===== src/rtl/screen_dump_tx.sv =====
// screen_dump_tx
//   Dumps the 4x32 character buffer out of the dual-port text RAM over the UART TX line.
//   Each cell is read, sanitised to printable 7-bit ASCII and sent as one 8N1 frame.
//   CR LF is appended after every row.
//
// Ports
//   clk      system clock
//   reset    asynchronous, active-low reset
//   start    single-cycle dump request (ignored while busy)
//   rd_row   RAM read row address
//   rd_col   RAM read column address
//   rd_data  RAM read data, valid one clk after the address
//   tx       UART serial out, idle high
//   busy     dump in progress
//   done     one-cycle pulse after the final LF stop bit
module screen_dump_tx #(
  parameter int CLK_FREQ  = 100_000_000,
  parameter int BAUD      = 9600,
  parameter int ROWS      = 4,
  parameter int COLS      = 32,
  parameter int ROW_W     = 2,
  parameter int COL_W     = 5,
  parameter int COL_START = 24
) (
  input  logic             clk,
  input  logic             reset,
  input  logic             start,
  output logic [ROW_W-1:0] rd_row,
  output logic [COL_W-1:0] rd_col,
  input  logic [7:0]       rd_data,
  output logic             tx,
  output logic             busy,
  output logic             done
);

  localparam int DIV    = CLK_FREQ / BAUD;
  localparam int BAUD_W = (DIV > 1) ? $clog2(DIV) : 1;

  localparam logic [BAUD_W-1:0] BAUD_LAST = BAUD_W'(DIV - 1);
  localparam logic [ROW_W-1:0]  ROW_LAST  = ROW_W'(ROWS - 1);
  localparam logic [COL_W-1:0]  COL_LAST  = COL_W'(COLS - 1);
  localparam logic [COL_W-1:0]  COL_FIRST = COL_W'(COL_START);
  localparam logic [3:0]        BIT_STOP  = 4'd9;

  localparam logic [2:0] S_IDLE  = 3'd0;
  localparam logic [2:0] S_FETCH = 3'd1;
  localparam logic [2:0] S_LATCH = 3'd2;
  localparam logic [2:0] S_SEND  = 3'd3;
  localparam logic [2:0] S_CR    = 3'd4;
  localparam logic [2:0] S_LF    = 3'd5;
  localparam logic [2:0] S_DONE  = 3'd6;

  logic [2:0]        state;
  logic [ROW_W-1:0]  row_q;
  logic [COL_W-1:0]  col_i;     // scan index i; the sent column is COL_START + i
  logic [BAUD_W-1:0] baud_cnt;
  logic [3:0]        bit_idx;   // 0 = start bit, 1..8 = data, 9 = stop bit
  logic [7:0]        shift;     // d0 always sits in shift[0] while data bits go out

  logic [7:0] raw;
  logic       is_ctrl;
  logic [7:0] latch_byte;
  logic       in_frame;

  // The row/col registers only change on entry to FETCH, so the address is
  // presented throughout FETCH and otherwise holds its last value.
  assign rd_row = row_q;
  assign rd_col = COL_FIRST + col_i;   // wraps mod 2^COL_W

  assign in_frame = (state == S_SEND) || (state == S_CR) || (state == S_LF);
  assign busy     = (state != S_IDLE) && (state != S_DONE);
  assign done     = (state == S_DONE);

  // Bit 7 is never transmitted; control codes and DEL become '.'.
  assign raw        = rd_data & 8'h7F;
  assign is_ctrl    = (raw < 8'h20) || (raw == 8'h7F);
  assign latch_byte = is_ctrl ? 8'h2E : raw;

  // tx is decoded from state so an asynchronous reset forces it high at once.
  // NOTE: every always_comb output gets a default first so no latch is inferred.
  always_comb begin
    tx = 1'b1;
    if (in_frame) begin
      if (bit_idx == 4'd0)          tx = 1'b0;
      else if (bit_idx == BIT_STOP) tx = 1'b1;
      else                          tx = shift[0];
    end
  end

  // NOTE: sequential state uses non-blocking assignments so every register
  // samples the pre-edge values regardless of statement order.
  always_ff @(posedge clk or negedge reset) begin
    if (!reset) begin
      state    <= S_IDLE;
      row_q    <= '0;
      col_i    <= '0;
      baud_cnt <= '0;
      bit_idx  <= '0;
      shift    <= '0;
    end else begin
      case (state)
        S_IDLE: begin
          if (start) begin
            row_q <= '0;
            col_i <= '0;
            state <= S_FETCH;
          end
        end

        S_FETCH: state <= S_LATCH;

        S_LATCH: begin
          shift    <= latch_byte;
          baud_cnt <= '0;
          bit_idx  <= '0;
          state    <= S_SEND;
        end

        S_SEND, S_CR, S_LF: begin
          if (baud_cnt != BAUD_LAST) begin
            baud_cnt <= baud_cnt + 1'b1;
          end else begin
            baud_cnt <= '0;
            if (bit_idx != BIT_STOP) begin
              bit_idx <= bit_idx + 1'b1;
              if (bit_idx != 4'd0) shift <= shift >> 1;
            end else begin
              // Frame complete. CR and LF follow back-to-back with no gap;
              // the FETCH/LATCH pair provides the only inter-frame idle time.
              bit_idx <= '0;
              case (state)
                S_SEND: begin
                  if (col_i == COL_LAST) begin
                    shift <= 8'h0D;
                    state <= S_CR;
                  end else begin
                    col_i <= col_i + 1'b1;
                    state <= S_FETCH;
                  end
                end
                S_CR: begin
                  shift <= 8'h0A;
                  state <= S_LF;
                end
                default: begin
                  if (row_q == ROW_LAST) begin
                    state <= S_DONE;
                  end else begin
                    row_q <= row_q + 1'b1;
                    col_i <= '0;
                    state <= S_FETCH;
                  end
                end
              endcase
            end
          end
        end

        S_DONE:  state <= S_IDLE;
        default: state <= S_IDLE;
      endcase
    end
  end

endmodule


===== config.mk =====
export PLATFORM = sky130hd
export DESIGN_NAME = screen_dump_tx
export DESIGN_NICKNAME = d
export VERILOG_FILES = /design/src/rtl/screen_dump_tx.sv
export SDC_FILE = /design/constraint.sdc
export NUM_CORES = 1
export LEC_CHECK = 0
export CAP_MARGIN = 20
export CORE_AREA = 2 2 90 92
export CTS_CLUSTER_SIZE = 16
export DETAILED_ROUTE_END_ITERATION = 8
export DIE_AREA = 0 0 92 94
export GPL_TIMING_DRIVEN = 0
export PLACE_DENSITY_LB_ADDON = 0.3
export SYNTH_ARGS = -nofsm -noshare
export SYNTH_HDL_FRONTEND = slang
export SYNTH_SLANG_ARGS = --single-unit

===== constraint.sdc =====
create_clock -name clk -period 4.34 [get_ports clk]
set_input_delay 1.302 -clock clk [delete_from_list [all_inputs] [get_ports clk]]
set_output_delay 1.302 -clock clk [all_outputs]
set_load 0.005 [all_outputs]

Yosys cells after proc, flatten, opt, wreduce, memory -nomap -nowiden --
Cells that the tools add are included.
Operators by class: $add $sub $neg 5, reductions and logical operators 17, multiplexer cells 35, equal/unequal tests 24, $lt $le $gt $ge 1
Operators with widths (count):
- two-way mux 8 bit | 4
- case mux 8 bit (2 select lines) | 2
- case mux 14 bit (2 select lines) | 1
- two-way mux 5 bit | 5
- case mux 5 bit (2 select lines) | 2
- two-way mux 3 bit | 5
- adder 14 x 1 -> 14 bit, second input constant | 1
- two-way mux 14 bit | 1
- != test 14 bit, second input constant | 1
- != test 2 bit, second input constant | 6
- != test 3 bit, second input constant | 4
- != test 4 bit, second input constant | 3
- case mux 3 bit (4 select lines) | 1
- two-way mux 2 bit | 5
- equality test 3 bit, second input constant | 3
- two-way mux 4 bit | 2
- case mux 4 bit (2 select lines) | 1
- equality test 7 bit, second input constant | 1
- < comparator 7 x 6 -> 1 bit, second input constant | 1
- two-way mux 7 bit | 1
- AND reduction 7 bit | 1
- equality test 3 x 2 -> 1 bit, second input constant | 2
- case mux 3 bit (2 select lines) | 1
- AND reduction 6 bit | 1
- other kinds (22) | 27
Storage, ports and cells: logic and storage cells 88, bits of input ports 11, bits in registers 36

Depth between registers and ports, before layout --
depth after elaboration 6, mapped depth 9, mapped depth without buffers 7

Worst setup path before layout --
OpenSTA, ideal clock, no wires.
path type register -> output, start register state[1], end output busy, arrival 1.132 ns, slack 1.906 ns, cell stages (with the launch flop) 5, buffers on the path 2, path through dfrtp_1 buf_4 xnor2_1 clkbuf_1 nand2_1
On the way: word-level cells in the longest chain between the ends 2, elaborated cells on any way between the ends 3
Ends and longest elaborated chain:
- start, declared | RTL line 53 | logic [2:0] state;
- start signal, assigned | RTL line 94 | state <= S_IDLE;
- start signal, assigned | RTL line 106 | state <= S_FETCH;
- start signal, assigned | RTL line 110 | S_FETCH: state <= S_LATCH;
- != test 3 bit or nonzero test 3 bit (tied branches) | RTL line 71 | assign busy = (state != S_IDLE) && (state != S_DONE);
- logical AND 1 bit * | RTL line 71
- end, declared | RTL line 32 | output logic busy,
Mark *: on every way between the ends. The rest lies on a longest branch, timed or not.

Worst setup path after layout --
Ends and elaborated chain as after synthesis.

==> impl_metrics.ini <==
[grt]
first_global_vias = 1791
grt_use_total_pct = 12.5
grt_pass1_wl_um = 8680
grt_max_degree = 36
antenna_found_initial = 0
grt_overflow = 0

[floorplan]
core_um2 = 7610
start_util_pct = 29.3
io-pin-count = 21
die-width_um = 92
fp.dieArea_um2 = 8650
die_height_um = 94
num_rows = 32

[critical_path]
crit_path_cell_trace = buf_4, xnor2_1, clkbuf_1, nand2_1, clkdlybuf4s50_1
arrival_ps = 2190
critPathKind = reg -> out
crit_required_ps = 3040
crit_family = buffers and inverters
crit_buf_inv = 3
endpoint_kind = output pin
worstSetupStartpointType = flop
critical_path.max_stage_delay_ps = 460
cp_slowest_cell = clkdlybuf4s50_1
worstPathMaxFanout = 10

[logic_synthesis]
synth_cell_type_count = 57
synthFlopType = dfrtp_1
synth_cells = 230
synth_area_leaders = dfrtp_1 39%, o21ai_0 6.3%, ha_1 3.9%
synth-async-reset-ratio_pct = 100
synth_top_area_cell = dfrtp_1
ys_ff_latch = 35
seq_area_frac_synth_pct = 39.3
synth_top_area_share_pct = 39.3
syn-num-nets = 248
synth_area_um2 = 2230
synth-edff-count = 0
syn_area_per_cell_um2 = 9.69
yosys_warnings = 0

[run_status]
run_status = complete, no violations

[route]
num_vias = 1787
drt_iter0_markers = 124
first_pass_iters = 4
wirelength_um = 4870
wl_per_cell_um = 13.6
viasPerCell = 5.01
final_antenna_net_count = 0
drc = 0

[cts]
ctsHoldBuffers = 0
clk_latency_ps = 290
clockBufferDepth = 2
numCtsBuffers = 5
cts_setup_buffers = 0
cts_tree = done
cts-htree-levels = 2
cts_resized = 0
cts-root-buf = clkbuf_8
cts_sinks = 35
path_clk_slew_ps = 70

[layout]
nFillCells = 803
antenna_cells = 0
seq_area_um2 = 876
area_growth_pct = 17.3
final_util_pct = 34.4
final_cell_mix = 35 x dfrtp_1, 28 x o21ai_0, 22 x nand2_1
multi_input_area_um2 = 1210
final_nets = 274
layout-drive-gt1-share_pct = 13.3
final_common_cell = dfrtp_1

[place]
hpwl_um = 3410
io_buffers = 19
pre_cts_slack_ps = 1100
routabilityCongestion = 0.757

[run]
maxCapViolations = 0

[sta]
grt_setup_unrepaired = false
hold_viol = 0
timing.final.crit_share_pct = 80.5
worstMarginPinSlew_ps = 802
setup_viol = 0
drv_slew = 0
finalCriticalPeriod_ps = 3490
tns_ps = 0
fin_skew_ps = 7.79
max_clock_freq_ghz = 0.286
fin_ws_ps = 847
relSlewSlack_pct = 46.5

[power]
p_per_area_nw_per_um2 = 551
leakagePower_nw = 1.13
ir_drop_mv = 0.208
totalPowerFinal_mw = 1.44

[worst_hold_path]
min-delay-path-class = reg -> reg
-- worst reg2reg max path, cell delays in order (launching register included) --
cell	delay, ps
dfrtp_1	430
ha_1	240
and3_1	190
ha_1	210
nor2_1	230
a31oi_1	160
o311ai_4	440
mux2_2	390
-- sequential cells by signal (all words and copies together) (netlist names) --
| signal | flops |
|---|---|
| rd_row | 2 |
| baud_cnt | 14 |
| state | 3 |
| bit_idx | 4 |
| col_i | 5 |
| shift | 7 |
-- logic make-up (layout without fill, tap and decap cells) --
kind of cell	after synthesis	in the layout	synth area share, %
AO/OA/AOI/OAI	65	65	21.1
XOR/XNOR	6	6	2.36
adder cells (fa/ha/maj)	7	7	3.93
buffers and inverters	22	47	6.57
flip-flops	35	35	39.3
multiplexers	9	9	4.44
AND/OR/NAND/NOR	86	86	22.3
-- metrics by stage --
stage,cells,area [um^2],hold slack (ps)
3_5_place_dp,351,2540,470
3_3_place_gp,351,2550,471
5_1_grt,357,2610,495
2_1_floorplan,230,2230,450
4_1_cts,357,2610,486
6_report,357,2610,485
-- final timing paths --
| kind | start | endpoint | slack [ps] | cells after the start |
|---|---|---|---|---|
| max | state[1] | busy | 850 | 5 |
| min | shift[6] | shift[6] | 490 | 1 |
| max reg2reg | col_i[0] | shift[1] | 1940 | 7 |
| min reg2reg | shift[6] | shift[6] | 490 | 1 |
| max in group asynchronous | reset | state[0] | 2730 | 1 |
| min in group asynchronous | reset | bit_idx[3] | 1110 | 1 |
-- final cells by class --
cell class	count	share of cell area, %
buffer	12	4.16
clock buffer	6	2.78
inverter	10	1.44
multi-input combinational	173	46.1
sequential	35	33.5
tap	102	4.88
timing repair buffer	19	7.08
-- routing by layer --
layer | vias up | part of all wire [%] | global-route usage [%]
li1 | 888 | - | -
met1 | 865 | 49 | 16.8
met2 | 28 | 47 | 19.9
met3 | 6 | 2.8 | 2.65
met4 | 0 | 1.6 | 4.48
met5 | - | 0 | 0
-- cell usage after synthesis, drive strengths merged, types with 4 or more instances --
master  count
a22o        6
dfrtp      35
ha          7
a21oi       6
nand2      22
and4        5
inv        10
nor2       18
nor4        4
buf        11
xor2        4
mux2        7
o21ai      30
a21o        6
nand3       8
-- power by group --
part           internal [mW]  switching, mW  total (mW)
Sequential             0.403         0.0512       0.454
Clock                  0.107          0.114       0.221
Combinational          0.347          0.416       0.764
Total                  0.858          0.581        1.44
Note: power is estimated with default switching activity, not from simulation.
==> edit: new RTL, same settings <==
Set the parameter `BAUD` to 2400 (it was 9600).
--- a/src/rtl/screen_dump_tx.sv
+++ b/src/rtl/screen_dump_tx.sv
@@ -17,3 +17,3 @@
   parameter int CLK_FREQ  = 100_000_000,
-  parameter int BAUD      = 9600,
+  parameter int BAUD      = 2400,
   parameter int ROWS      = 4,
Check against the original RTL: no difference found for any inputs over 10 cycles, from zero or initial values and one cycle with reset low; that may be too few to reach the edited logic, so the function may still have changed.
==> edit against the original RTL <==
Sequential cell count rose by 2. Synthesized area increased by 1.9%. Clock power grew 48%. Cell area increased by 3.4%. Routed wire length increased by 7.1%. Global-route usage increased by 0.67 points. Sequential power is 11% higher. Worst setup slack worse by 0.38 ns. Die area is the same. Total power up 9.8%. Largest power group unchanged.
==> edit: results <==
metrics = {
    "global_route": {
        "grt_pass1_wl_um": 9130,
        "grt_max_degree": 38,
        "gr-usage-all-layers_pct": 13.1,
        "grt_pass1_vias": 1909,
        "antenna_found_initial": 0,
    },
    "clock_network": {
        "post-cts-setup-buffers": 0,
        "post_cts_resized": 0,
        "numCtsBuffers": 5,
        "worstSkewPairLatency_ns": 0.31,
        "clk_path_buf_depth": 2,
        "cts_max_level": 2,
    },
    "layout": {
        "finalNonFillerCells": 385,
        "num-nets-final": 301,
        "drive_gt1_share_pct": 11.0,
        "antennaDiodeCount": 0,
        "reg.largest.list": "baud_cnt: 16 flops, shift: 7 flops, col_i: 5 flops",
        "fillers": 791,
    },
    "timing": {
        "setup_violations": 0,
        "tightest_slew_ns": 0.845,
        "fin_skew_ns": 0.0107,
    },
    "synthesis": {
        "synthDistinctLibCells": 58,
        "synthCells": 256,
        "syn-num-nets": 275,
        "synth_compound_area_share_pct": 21.6,
        "yosys.area_share.adder_pct": 4.41,
        "synth_xor_area_share_pct": 1.54,
        "ys_seq_area_share_pct": 40.8,
        "ys.warnings.count": 0,
        "muxShareOfSynthArea_pct": 1.76,
        "synthTopCellsByArea": "dfrtp_1, o21ai_0, nand2_1",
        "ys_top_cells_by_count": "dfrtp_1, nand2_1, o21ai_0",
    },
    "critical_path": {
        "critPathMaxFanout": 10,
        "crit_slowest_cell": "clkdlybuf4s50_1",
        "crit_arrival_ns": 2.57,
        "cp_num_buf_inv": 3,
    },
    "placement": {
        "place_hpwl_um": 3700,
        "dp_cells": 377,
        "placed_area_mm2": 0.00258,
        "dp_slack_ns": 0.825,
        "gp_congestion": 0.780,
        "port_buffers": 19,
    },
    "route": {
        "wl_um": 5220,
        "drt-pass1-iter-count": 4,
        "viasPerCell": 5.10,
        "drtIter0Drc": 133,
    },
    "power": {
        "swShare_pct": 40.4,
        "power_frac_clock_pct": 20.7,
        "ir_worst_vdd_mv": 0.242,
        "p_leak_nw": 1.12,
    },
    "outcome": {
        "outcome": "completed",
    },
    "min_path": {
        "min_path_type": "flip-flop to flip-flop",
    },
}
-- edit: changes by cell type after synthesis, sizes merged, moves of 3 or more --
cell    change
a21oi       +7
a21o        -3
clkbuf      +3
and4        -4
o32ai       +3
o31ai       +5
a211oi      +3
a22o        -4
mux2        -5
inv         +3
nand2       +8
nor3        +6
nand3       +4
-- edit: cell type report --
cell class / count / area (um2) / share of cell area, %
buffer: 13 / 76.3 / 2.82
tap: 102 / 128 / 4.72
multi-input combinational: 193 / 1220 / 45.1
sequential: 37 / 926 / 34.2
inverter: 13 / 48.8 / 1.80
timing repair buffer: 19 / 185 / 6.85
clock buffer: 6 / 82.6 / 3.05
clock inverter: 2 / 37.5 / 1.39
-- edit: final timing paths --
check / startpoint / to / cells past startpoint / slack (ns)
max: state[2] / busy / 6 / 0.47
min: shift[2] / shift[2] / 2 / 0.49
max reg2reg: col_i[0] / col_i[0] / 7 / 1.96
min reg2reg: shift[2] / shift[2] / 2 / 0.49
max in group asynchronous: reset / baud_cnt[12] / 1 / 2.71
min in group asynchronous: reset / col_i[2] / 1 / 1.09
-- edit: worst min-delay path: stages, from the launching register on --
cell,delay [ns]
dfrtp_1,0.35
nand2_1,0.04
o21ai_0,0.06
-- edit: layer usage --
layer	up-vias	GRT usage, %	share of wire, %
li1	983	-	-
met1	918	17.9	49
met2	51	20.2	44
met3	10	3.29	5.8
met4	0	4.85	1.8
met5	-	0	0
-- edit: power by group through the flow --
| stage | combinational (mW) | sequential, mW | clock [mW] |
|---|---|---|---|
| CTS | 0.764 | 0.502 | 0.332 |
| global placement | 0.754 | 0.507 | 0 |
| floorplan | 0.541 | 0.490 | 0 |
| finish | 0.751 | 0.502 | 0.327 |
| detailed placement | 0.761 | 0.509 | 0 |
| global route | 0.860 | 0.516 | 0.345 |
